--- src/rtl/cpu_sequencer_pkg.sv ---
// Shared definitions for the accumulator-CPU control sequencer:
// state encoding, opcode constants and a small opcode helper.
package cpu_seq_pkg;

    typedef enum logic [2:0] {
        S_IDLE  = 3'd0,
        S_FETCH = 3'd1,
        S_EXEC1 = 3'd2,
        S_EXEC2 = 3'd3,
        S_HALT  = 3'd4
    } seq_state_t;

    localparam logic [3:0] OP_LDA = 4'd0;
    localparam logic [3:0] OP_STA = 4'd1;
    localparam logic [3:0] OP_ADD = 4'd2;
    localparam logic [3:0] OP_SUB = 4'd3;
    localparam logic [3:0] OP_JMP = 4'd4;
    localparam logic [3:0] OP_JMI = 4'd5;
    localparam logic [3:0] OP_JEQ = 4'd6;
    localparam logic [3:0] OP_STP = 4'd7;
    localparam logic [3:0] OP_LDI = 4'd8;

    // STP is the only opcode that ends execution permanently.
    function automatic logic is_stop_op(input logic [3:0] op);
        return (op == OP_STP);
    endfunction

endpackage

--- src/rtl/cpu_sequencer_if.sv ---
// Run-control / phase-strobe bundle between the CPU controller and the sequencer.
// The STEP request only exists when SEQ_STEP_EN is defined.
interface cpu_sequencer_if #(
    parameter int CNT_W = 16
) ();
    import cpu_seq_pkg::*;

    logic             START;
    logic             STOP;
    logic [3:0]       IR;
    logic             EXTRA;
`ifdef SEQ_STEP_EN
    logic             STEP;
`endif
    logic             FETCH;
    logic             EXEC1;
    logic             EXEC2;
    logic             RUNNING;
    logic             HALTED;
    logic [CNT_W-1:0] CYCLE_CNT;
    logic [CNT_W-1:0] INSTR_CNT;

    modport master (
`ifdef SEQ_STEP_EN
        output STEP,
`endif
        output START, STOP, IR, EXTRA,
        input  FETCH, EXEC1, EXEC2, RUNNING, HALTED, CYCLE_CNT, INSTR_CNT
    );

    modport slave (
`ifdef SEQ_STEP_EN
        input  STEP,
`endif
        input  START, STOP, IR, EXTRA,
        output FETCH, EXEC1, EXEC2, RUNNING, HALTED, CYCLE_CNT, INSTR_CNT
    );

endinterface

--- src/rtl/cpu_sequencer_sat_counter.sv ---
// Saturating up-counter with synchronous active-high reset; sticks at all-ones.
module sat_counter #(
    parameter int W = 16
) (
    input  logic         CLK,
    input  logic         RESET,
    input  logic         INC,
    output logic [W-1:0] Q
);
    localparam logic [W-1:0] MAX_VAL = {W{1'b1}};
    localparam logic [W-1:0] ONE     = {{(W-1){1'b0}}, 1'b1};

    logic [W-1:0] r_q;

    // Count up on INC, holding once the maximum value is reached.
    always_ff @(posedge CLK) begin
        if (RESET) begin
            r_q <= '0;
        end else if (INC && (r_q != MAX_VAL)) begin
            r_q <= r_q + ONE;
        end else begin
            r_q <= r_q;
        end
    end

    assign Q = r_q;

endmodule

--- src/rtl/cpu_sequencer.sv ---
// Control-state sequencer for the 4-bit-opcode accumulator CPU.
// Produces one-hot FETCH/EXEC1/EXEC2 strobes, run/stop control at instruction
// boundaries, halts on STP, and keeps saturating cycle/instruction counters.
// Optional single-step run control is enabled by defining SEQ_STEP_EN.
module cpu_sequencer
    import cpu_seq_pkg::*;
#(
    parameter int CNT_W = 16
) (
    input logic            CLK,
    input logic            RESET,
    cpu_sequencer_if.slave sif
);

    seq_state_t r_state;
    seq_state_t w_next_state;
    logic       r_stop_pend;
    logic       w_stop_pend_next;
    logic       w_instr_done;
    logic       w_to_idle;
    logic       r_fetch;
    logic       r_exec1;
    logic       r_exec2;
    logic       r_running;
    logic       r_halted;
`ifdef SEQ_STEP_EN
    logic       r_step_pend;
    logic       w_step_pend_next;
`endif

    // Next-state, pending-flag and instruction-retire decode.
    always_comb begin
        w_next_state     = r_state;
        w_stop_pend_next = r_stop_pend;
        w_instr_done     = 1'b0;
`ifdef SEQ_STEP_EN
        w_step_pend_next = r_step_pend;
        w_to_idle        = r_stop_pend | sif.STOP | r_step_pend;
`else
        w_to_idle        = r_stop_pend | sif.STOP;
`endif
        case (r_state)
            S_IDLE: begin
                w_stop_pend_next = 1'b0;
`ifdef SEQ_STEP_EN
                w_step_pend_next = 1'b0;
`endif
                if (sif.START) begin
                    w_next_state = S_FETCH;
`ifdef SEQ_STEP_EN
                end else if (sif.STEP) begin
                    w_next_state     = S_FETCH;
                    w_step_pend_next = 1'b1;
`endif
                end else begin
                    w_next_state = S_IDLE;
                end
            end
            S_FETCH: begin
                w_next_state     = S_EXEC1;
                w_stop_pend_next = r_stop_pend | sif.STOP;
            end
            S_EXEC1: begin
                if (is_stop_op(sif.IR)) begin
                    // PC is not advanced by STP, so there is nothing to resume.
                    w_next_state = S_HALT;
                end else if (sif.EXTRA) begin
                    w_next_state     = S_EXEC2;
                    w_stop_pend_next = r_stop_pend | sif.STOP;
                end else begin
                    w_instr_done = 1'b1;
                    if (w_to_idle) begin
                        w_next_state     = S_IDLE;
                        w_stop_pend_next = 1'b0;
`ifdef SEQ_STEP_EN
                        w_step_pend_next = 1'b0;
`endif
                    end else begin
                        w_next_state = S_FETCH;
                    end
                end
            end
            S_EXEC2: begin
                w_instr_done = 1'b1;
                if (w_to_idle) begin
                    w_next_state     = S_IDLE;
                    w_stop_pend_next = 1'b0;
`ifdef SEQ_STEP_EN
                    w_step_pend_next = 1'b0;
`endif
                end else begin
                    w_next_state = S_FETCH;
                end
            end
            S_HALT: begin
                w_next_state = S_HALT;
            end
            default: begin
                w_next_state = S_IDLE;
            end
        endcase
    end

    // State register with outputs registered from the next-state decode.
    always_ff @(posedge CLK) begin
        if (RESET) begin
            r_state     <= S_IDLE;
            r_stop_pend <= 1'b0;
`ifdef SEQ_STEP_EN
            r_step_pend <= 1'b0;
`endif
            r_fetch     <= 1'b0;
            r_exec1     <= 1'b0;
            r_exec2     <= 1'b0;
            r_running   <= 1'b0;
            r_halted    <= 1'b0;
        end else begin
            r_state     <= w_next_state;
            r_stop_pend <= w_stop_pend_next;
`ifdef SEQ_STEP_EN
            r_step_pend <= w_step_pend_next;
`endif
            r_fetch     <= (w_next_state == S_FETCH);
            r_exec1     <= (w_next_state == S_EXEC1);
            r_exec2     <= (w_next_state == S_EXEC2);
            r_running   <= (w_next_state == S_FETCH) || (w_next_state == S_EXEC1) ||
                           (w_next_state == S_EXEC2);
            r_halted    <= (w_next_state == S_HALT);
        end
    end

    sat_counter #(.W(CNT_W)) u_cycle_cnt (
        .CLK   (CLK),
        .RESET (RESET),
        .INC   (r_running),
        .Q     (sif.CYCLE_CNT)
    );

    sat_counter #(.W(CNT_W)) u_instr_cnt (
        .CLK   (CLK),
        .RESET (RESET),
        .INC   (w_instr_done),
        .Q     (sif.INSTR_CNT)
    );

    assign sif.FETCH   = r_fetch;
    assign sif.EXEC1   = r_exec1;
    assign sif.EXEC2   = r_exec2;
    assign sif.RUNNING = r_running;
    assign sif.HALTED  = r_halted;

endmodule

--- src/flat_wrapper.sv ---
// flat-port wrapper written by rule: the top's interface ports become plain ports
module cpu_sequencer_flat import cpu_seq_pkg::*;
#(
    parameter int CNT_W = 16
)
  (CLK, RESET, sif_START, sif_STOP, sif_IR, sif_EXTRA, sif_FETCH, sif_EXEC1, sif_EXEC2, sif_RUNNING, sif_HALTED, sif_CYCLE_CNT, sif_INSTR_CNT);
  cpu_sequencer_if #(.CNT_W(CNT_W)) sif_i ();
  input logic CLK;
  input logic RESET;
  input wire logic [$bits(sif_i.START)-1:0] sif_START;
  input wire logic [$bits(sif_i.STOP)-1:0] sif_STOP;
  input wire logic [$bits(sif_i.IR)-1:0] sif_IR;
  input wire logic [$bits(sif_i.EXTRA)-1:0] sif_EXTRA;
  output wire logic [$bits(sif_i.FETCH)-1:0] sif_FETCH;
  output wire logic [$bits(sif_i.EXEC1)-1:0] sif_EXEC1;
  output wire logic [$bits(sif_i.EXEC2)-1:0] sif_EXEC2;
  output wire logic [$bits(sif_i.RUNNING)-1:0] sif_RUNNING;
  output wire logic [$bits(sif_i.HALTED)-1:0] sif_HALTED;
  output wire logic [$bits(sif_i.CYCLE_CNT)-1:0] sif_CYCLE_CNT;
  output wire logic [$bits(sif_i.INSTR_CNT)-1:0] sif_INSTR_CNT;
  assign sif_i.START = sif_START;
  assign sif_i.STOP = sif_STOP;
  assign sif_i.IR = sif_IR;
  assign sif_i.EXTRA = sif_EXTRA;
  assign sif_FETCH = sif_i.FETCH;
  assign sif_EXEC1 = sif_i.EXEC1;
  assign sif_EXEC2 = sif_i.EXEC2;
  assign sif_RUNNING = sif_i.RUNNING;
  assign sif_HALTED = sif_i.HALTED;
  assign sif_CYCLE_CNT = sif_i.CYCLE_CNT;
  assign sif_INSTR_CNT = sif_i.INSTR_CNT;
  cpu_sequencer #(.CNT_W(CNT_W)) u_core (.CLK(CLK), .RESET(RESET), .sif(sif_i));
endmodule
--- config.mk ---
export PLATFORM = sky130hd
export DESIGN_NAME = cpu_sequencer_flat
export DESIGN_NICKNAME = d
export VERILOG_FILES = /design/src/rtl/cpu_sequencer_pkg.sv /design/src/rtl/cpu_sequencer_if.sv /design/src/rtl/cpu_sequencer_sat_counter.sv /design/src/rtl/cpu_sequencer.sv /design/src/flat_wrapper.sv
export SDC_FILE = /design/constraint.sdc
export NUM_CORES = 1
export LEC_CHECK = 0
export CAP_MARGIN = 20
export CORE_ASPECT_RATIO = 1.75
export CORE_MARGIN = 8
export CORE_UTILIZATION = 50
export DETAILED_ROUTE_END_ITERATION = 8
export MAX_ROUTING_LAYER = met4
export PLACE_DENSITY = 0.79
export SLEW_MARGIN = 20
export SYNTH_ARGS = -nofsm -noshare
export SYNTH_HDL_FRONTEND = slang
export SYNTH_SLANG_ARGS = --single-unit
--- constraint.sdc ---
create_clock -name CLK -period 2.1 [get_ports CLK]
set_clock_uncertainty 0.05 [all_clocks]
set_input_delay 0.315 -clock CLK [delete_from_list [all_inputs] [get_ports CLK]]
set_output_delay 0.315 -clock CLK [all_outputs]
set_load 0.005 [all_outputs]
== Yosys cells after proc, flatten, opt, wreduce, memory -nomap -nowiden ==
Cells that the tools add are included.

* Bits in registers: 41
* Latch bits: 0
* Bits in writable memories: 0
* Memory bits (read-only): 0
* Input port bits: 9
* Output and inout bits: 37
* Memories kept: 0

* Add/sub/neg operators: 2
* $mul: 0
* Div/mod/pow operators: 0
* Order comparisons: 0
* Equality and inequality tests: 12
* Shift-type cells: 0
* Multiplexer cells: 12
* Bitwise operators: 1
* Reduce and logical (&&, ||, !) cells: 7

{| class="wikitable"
|+ Operators with widths
! cell !! count
|-
| $add A16 B1 Y16 const B || 2
|-
| $ne A16 B16 Y1 const B || 2
|-
| $pmux W3 S5 || 1
|-
| $eq A3 B2 Y1 const B || 4
|-
| $mux W1 || 7
|-
| $eq A3 B1 Y1 const B || 2
|-
| $eq A3 B3 Y1 const B || 2
|-
| $mux W3 || 2
|-
| $eq A4 B3 Y1 const B || 1
|-
| $pmux W1 S4 || 1
|-
| $reduce_bool A4 Y1 || 1
|-
| $logic_not A3 Y1 || 1
|-
| $logic_and A1 B1 Y1 || 2
|-
| $logic_or A1 B1 Y1 || 2
|-
| $ne A2 B2 Y1 const B || 1
|-
| $pmux W1 S2 || 1
|-
| $reduce_and A2 Y1 || 1
|-
| $or A1 B1 Y1 || 1
|}

== Depth between registers and ports, before layout ==
* Depth after elaboration: 8
* Mapped depth: 7

== Modules after synthesis ==
A second synthesis with hierarchy kept.

* Cells, all modules: 243
* Area total of the unflattened synthesis: 2102.0 sq um

{| class="wikitable"
|+ By module, submodules not included
! module !! times used !! cells each !! area an instance (sq um) !! seq. area each (sq um)
|-
| sat_counter || 2 || 99 || 848.3 || 320.3
|-
| cpu_sequencer || 1 || 45 || 405.4 || 180.2
|}

== Worst setup path after synthesis ==
OpenSTA, ideal clock, no wires.

* Kind: register to register
* From: register u_core.u_instr_cnt.r_q[0], in the netlist u_core.u_instr_cnt.Q[0]
* To: register u_core.u_instr_cnt.r_q[11], in the netlist u_core.u_instr_cnt.Q[11]
* Library setup time: 0.121 ns
* Data arrival time: 1.665 ns
* Slack: 0.264 ns
* Cell stages (with the launch flop): 8
* Buffers on the path: 1
* Clock period less this slack: 1.836 ns
* Cell sequence: dfxtp_1 -> ha_1 -> buf_2 -> nand4_2 -> nor3_4 -> nor4_2 -> and2b_1 -> mux2_4

* Cells in the longest elaborated chain, start to end: 2
* Elaborated cells on any way between the ends: 3

{| class="wikitable"
|+ RTL lines
! item !! RTL line !! source
|-
| start, declared || cpu_sequencer_sat_counter.sv:13 || <nowiki>logic [W-1:0] r_q;</nowiki>
|-
| start signal, assigned || cpu_sequencer_sat_counter.sv:20 || <nowiki>r_q <= r_q + ONE;</nowiki>
|-
| start signal, assigned || cpu_sequencer_sat_counter.sv:22 || <nowiki>r_q <= r_q;</nowiki>
|-
| branches (longest 2 deep; another with $add A16 B1 Y16) || -- ||
|}

Parallel ways; which one is timed is not known.
A chain may end at the register's enable or synchronous reset.

== Final worst setup path ==
Ends and elaborated chain as after synthesis.

==> results summary <==
The flow ran to the end, and the final reports show no timing, DRC or antenna violations. The total power of the final layout came out at 1410 uW. TritonCTS created 5 clock buffers. After routing, the total negative slack on setup checks comes to 0 ns. The placed wire-length estimate after detailed placement came out at 3.46 mm. The die outline width is 64.3 um.

The relative slew slack came out at 73.1%. Cell internal power was estimated by the tool at 1080 uW. Setup violations remaining at the end of the flow were counted as 0. The total via count after detailed routing came out at roughly 1800. The total leakage power is 0.000991 uW.

The floorplan step defined a core boundary enclosing ~3900 um2. By area the synthesized netlist is led by sky130_fd_sc_hd__dfxtp_1 (40%), sky130_fd_sc_hd__nor2_1 (6.4%), sky130_fd_sc_hd__xnor2_1 (5.2%), sky130_fd_sc_hd__xor2_1 (5.2%), sky130_fd_sc_hd__nor4_2 (3.7%). The final critical-path required period came out at 1.83 ns. The die covers 6460 um2. The maximum clock path buffer count is 2. The signal on the critical path passes through ha_1 -> nand4_2 -> nor3_4 -> nor4_2 -> and2b_1 -> mux2_4. The most used flip-flop cell after synthesis is sky130_fd_sc_hd__dfxtp_1. The worst setup path is launched from a flip-flop. The total count of hold-check failures in the final report came to 0. The count of final max-slew check failures is 0. Of the total power, the share spent switching nets is 23.5%. Synthesis produced a netlist with a net count of 227. TritonCTS built the clock tree.

The clock latency reported for the late side of the worst-skew pair is a little under 0.3 ns. The first-pass GRT wire length came out at 7.65 mm. Using the TritonRoute via totals, the vias-per-cell ratio works out to 5.51.

The number of antenna violations at the first check in global routing is 0. Registers are responsible for 57.7% of the overall power. At the placement stage, the worst setup path has a slack of 0.0808 ns. The type of the worst setup path is reg -> reg.

The synthesis-to-finish area growth is 30.4%. The share of power burned in the clock network is 33.6%. Counting flops with a built-in enable in the synthesized netlist gives 0. The number of rows created at floorplan is 30.

The cell area after synthesis came out at 2040 um2. The synthesized area per cell came out at 9.44 um2. The worst setup path is captured at a flip-flop. Counting distinct cell types in the post-synthesis netlist gives 48. The number of inserted diodes came out at 0.

At the pin with the least slew margin, the transition time is 0.400 ns. The number of DRC violations after detailed-routing iteration 0 is 68. The per-cell routed wire length came out at between 10 and 15 um. The number of standard cells after synthesis came out at 216. The count of nets left with antenna violations once routing finished came out at 0. sky130_fd_sc_hd__dfxtp_1 is the most common cell in the netlist.

The number of max-capacitance violations reported came out at 0. The worst supply voltage drop on vdd is about 0.0004 V. The multi-input gate area in the final layout came out at 1170 um2. The total overflow left after global routing is 0. The number of global-route vias before repair is 1729. The routed wire length is roughly 4.5 mm. The power per cell area came out at 531 nW/um2. The critical path data required time is 2.23 ns. The post-CTS resize count is 0. Setup repair after global routing left no endpoint under its margin. Routability-driven placement finished with a final weighted congestion of 0.820. The maximum fanout along the worst path is 5. The root buffer cell chosen for the clock tree is sky130_fd_sc_hd__clkbuf_8. The number of port buffers is 45. For this run, the post-layout net count is 282. The critical path data arrival time is about 2.0 ns. The count of filler cells inserted in the layout is between 300 and 400.

The share of the cycle needed by the critical path after routing is 87.1%. The proportion of synthesized chip area in sequential cells came out at 40.3%. The number of warnings printed during yosys synthesis is 0.

Counting flops and latches in the post-synthesis netlist gives 41. The highest-delay cell along the critical path is sky130_fd_sc_hd__dfxtp_1. The area used by sequential logic in the layout came out at 821 um2. For this run, the slowest stage of the critical path takes 0.40 ns.

Of all cell types, the one taking the most synthesized area is sky130_fd_sc_hd__dfxtp_1. The die height is 100 um. The clock-pin slew reported for the worst setup and hold paths after clock tree synthesis is 0.07 ns.

The worst path meets setup with between 0.2 and 0.3 ns of slack. The number of hold buffers added after CTS was 0. For this run, the total global-route usage over all layers was measured as between 10% and 20%.

After synthesis, the most frequently instantiated cells are sky130_fd_sc_hd__dfxtp_1 (41), sky130_fd_sc_hd__nor2_1 (35), sky130_fd_sc_hd__nand2_1 (13), sky130_fd_sc_hd__xnor2_1 (12), sky130_fd_sc_hd__xor2_1 (12). Combinational logic is responsible for 8.7% of the overall power. The peak clock frequency supported by timing came out at approximately 550 MHz. The number of setup buffers added after CTS is 0.

Summed over its instances, the top area cell type makes up 40.3% of the synthesized netlist area. The fraction of registers with async set/reset came out at 0%. Entering global routing, the biggest net connects 21 pins. The number of DRC violations after detailed routing came out at 0.

The I/O pin total came out at between 40 and 50. The ratio of cells with drive above 1 in the final layout is 12.6%. The switching power summed over all nets came out at 332 uW.

The CTS H-tree depth is 2. The TritonCTS sink count came out at 41. The effective utilization at floorplan came out at 52.2%. In this run the worst hold path is classified as reg -> reg. The utilization after layout came out at between 60% and 70%. The first detailed-routing pass ran for 4 iterations.
-- path summary, 6_finish.rpt --
check | start | end | slack (ns) | cells after the start
worst max-delay path | u_core.u_instr_cnt.Q[0] | u_core.u_instr_cnt.Q[11] | 0.27 | 6
worst max register to register | u_core.u_instr_cnt.Q[0] | u_core.u_instr_cnt.Q[11] | 0.27 | 6
worst min-delay path | u_core.u_cycle_cnt.Q[8] | u_core.u_cycle_cnt.Q[8] | 0.45 | 1
worst min register to register | u_core.u_cycle_cnt.Q[8] | u_core.u_cycle_cnt.Q[8] | 0.45 | 1
-- placed cells by master, fill, tap and decap left out, types with 9 or more instances in the layout --
cell type                          n
sky130_fd_sc_hd__clkdlybuf4s50_1  45
sky130_fd_sc_hd__dfxtp_1          41
sky130_fd_sc_hd__nor2_1           35
sky130_fd_sc_hd__nand2_1          13
sky130_fd_sc_hd__xnor2_1          12
sky130_fd_sc_hd__xor2_1           12
sky130_fd_sc_hd__nand4_1           9
sky130_fd_sc_hd__buf_4             9
-- through the flow --
step,hold slack [ns],instance area [um2],std cells
2_1_floorplan,0.427,2040,216
3_3_place_gp,0.437,2580,312
3_5_place_dp,0.447,2580,312
4_1_cts,0.457,2660,318
5_1_grt,0.506,2660,318
6_report,0.447,2660,318
-- flip-flops by register name, indices dropped and copies added (netlist names) --
register	flops
u_core.u_instr_cnt.Q	16
u_core.sif.RUNNING	1
u_core.u_cycle_cnt.Q	16
u_core.sif.FETCH	1
u_core.sif.HALTED	1
u_core.sif.EXEC2	1
u_core.sif.EXEC1	1
u_core.r_state	3
u_core.r_stop_pend	1
-- layout make-up --
| class | instances | area share [%] |
|---|---|---|
| Tap cell | 48 | 2.26 |
| Inverter | 4 | 0.565 |
| Timing Repair Buffer | 54 | 19.5 |
| Clock inverter | 1 | 0.188 |
| Sequential cell | 41 | 30.9 |
| Clock buffer | 5 | 2.59 |
| Multi-Input combinational cell | 165 | 44.0 |
-- power groups by stage --
stage / Combinational (uW) / Sequential, uW / Clock [uW]
5_1_grt: 136 / 817 / 506
3_3_place_gp: 121 / 833 / 0
4_1_cts: 125 / 814 / 486
6_report: 123 / 814 / 475
2_1_floorplan: 65.1 / 830 / 0
3_5_place_dp: 125 / 833 / 0
-- routing by layer --
metal	wire length, um	track usage [%]	part of all wire, %	up-vias
li1	-	-	-	881
met1	1750	13.4	39	831
met2	2450	27.7	55	33
met3	181	2.78	4.0	7
met4	98	7.09	2.2	0
met5	0	-	0	-
-- worst max-delay path: cells and delay by family (launching register included) --
family / cells / cell delay [ns]
adders and majority gates: 1 / 0.23
and+or+nand+nor: 4 / 0.75
DFF: 1 / 0.40
muxes: 1 / 0.29
-- kinds of logic (layout without fill, tap and decap cells) --
group	count (synthesis)	in the layout	synth area share, %
simple gates	111	111	34.9
flops	41	41	40.3
compound gates	24	24	8.78
xor+xnor	24	24	10.3
buf+inv	10	64	2.27
mux	4	4	2.21
fa+ha+maj	2	2	1.23
No activity file was read; power rests on OpenSTA's default activity.
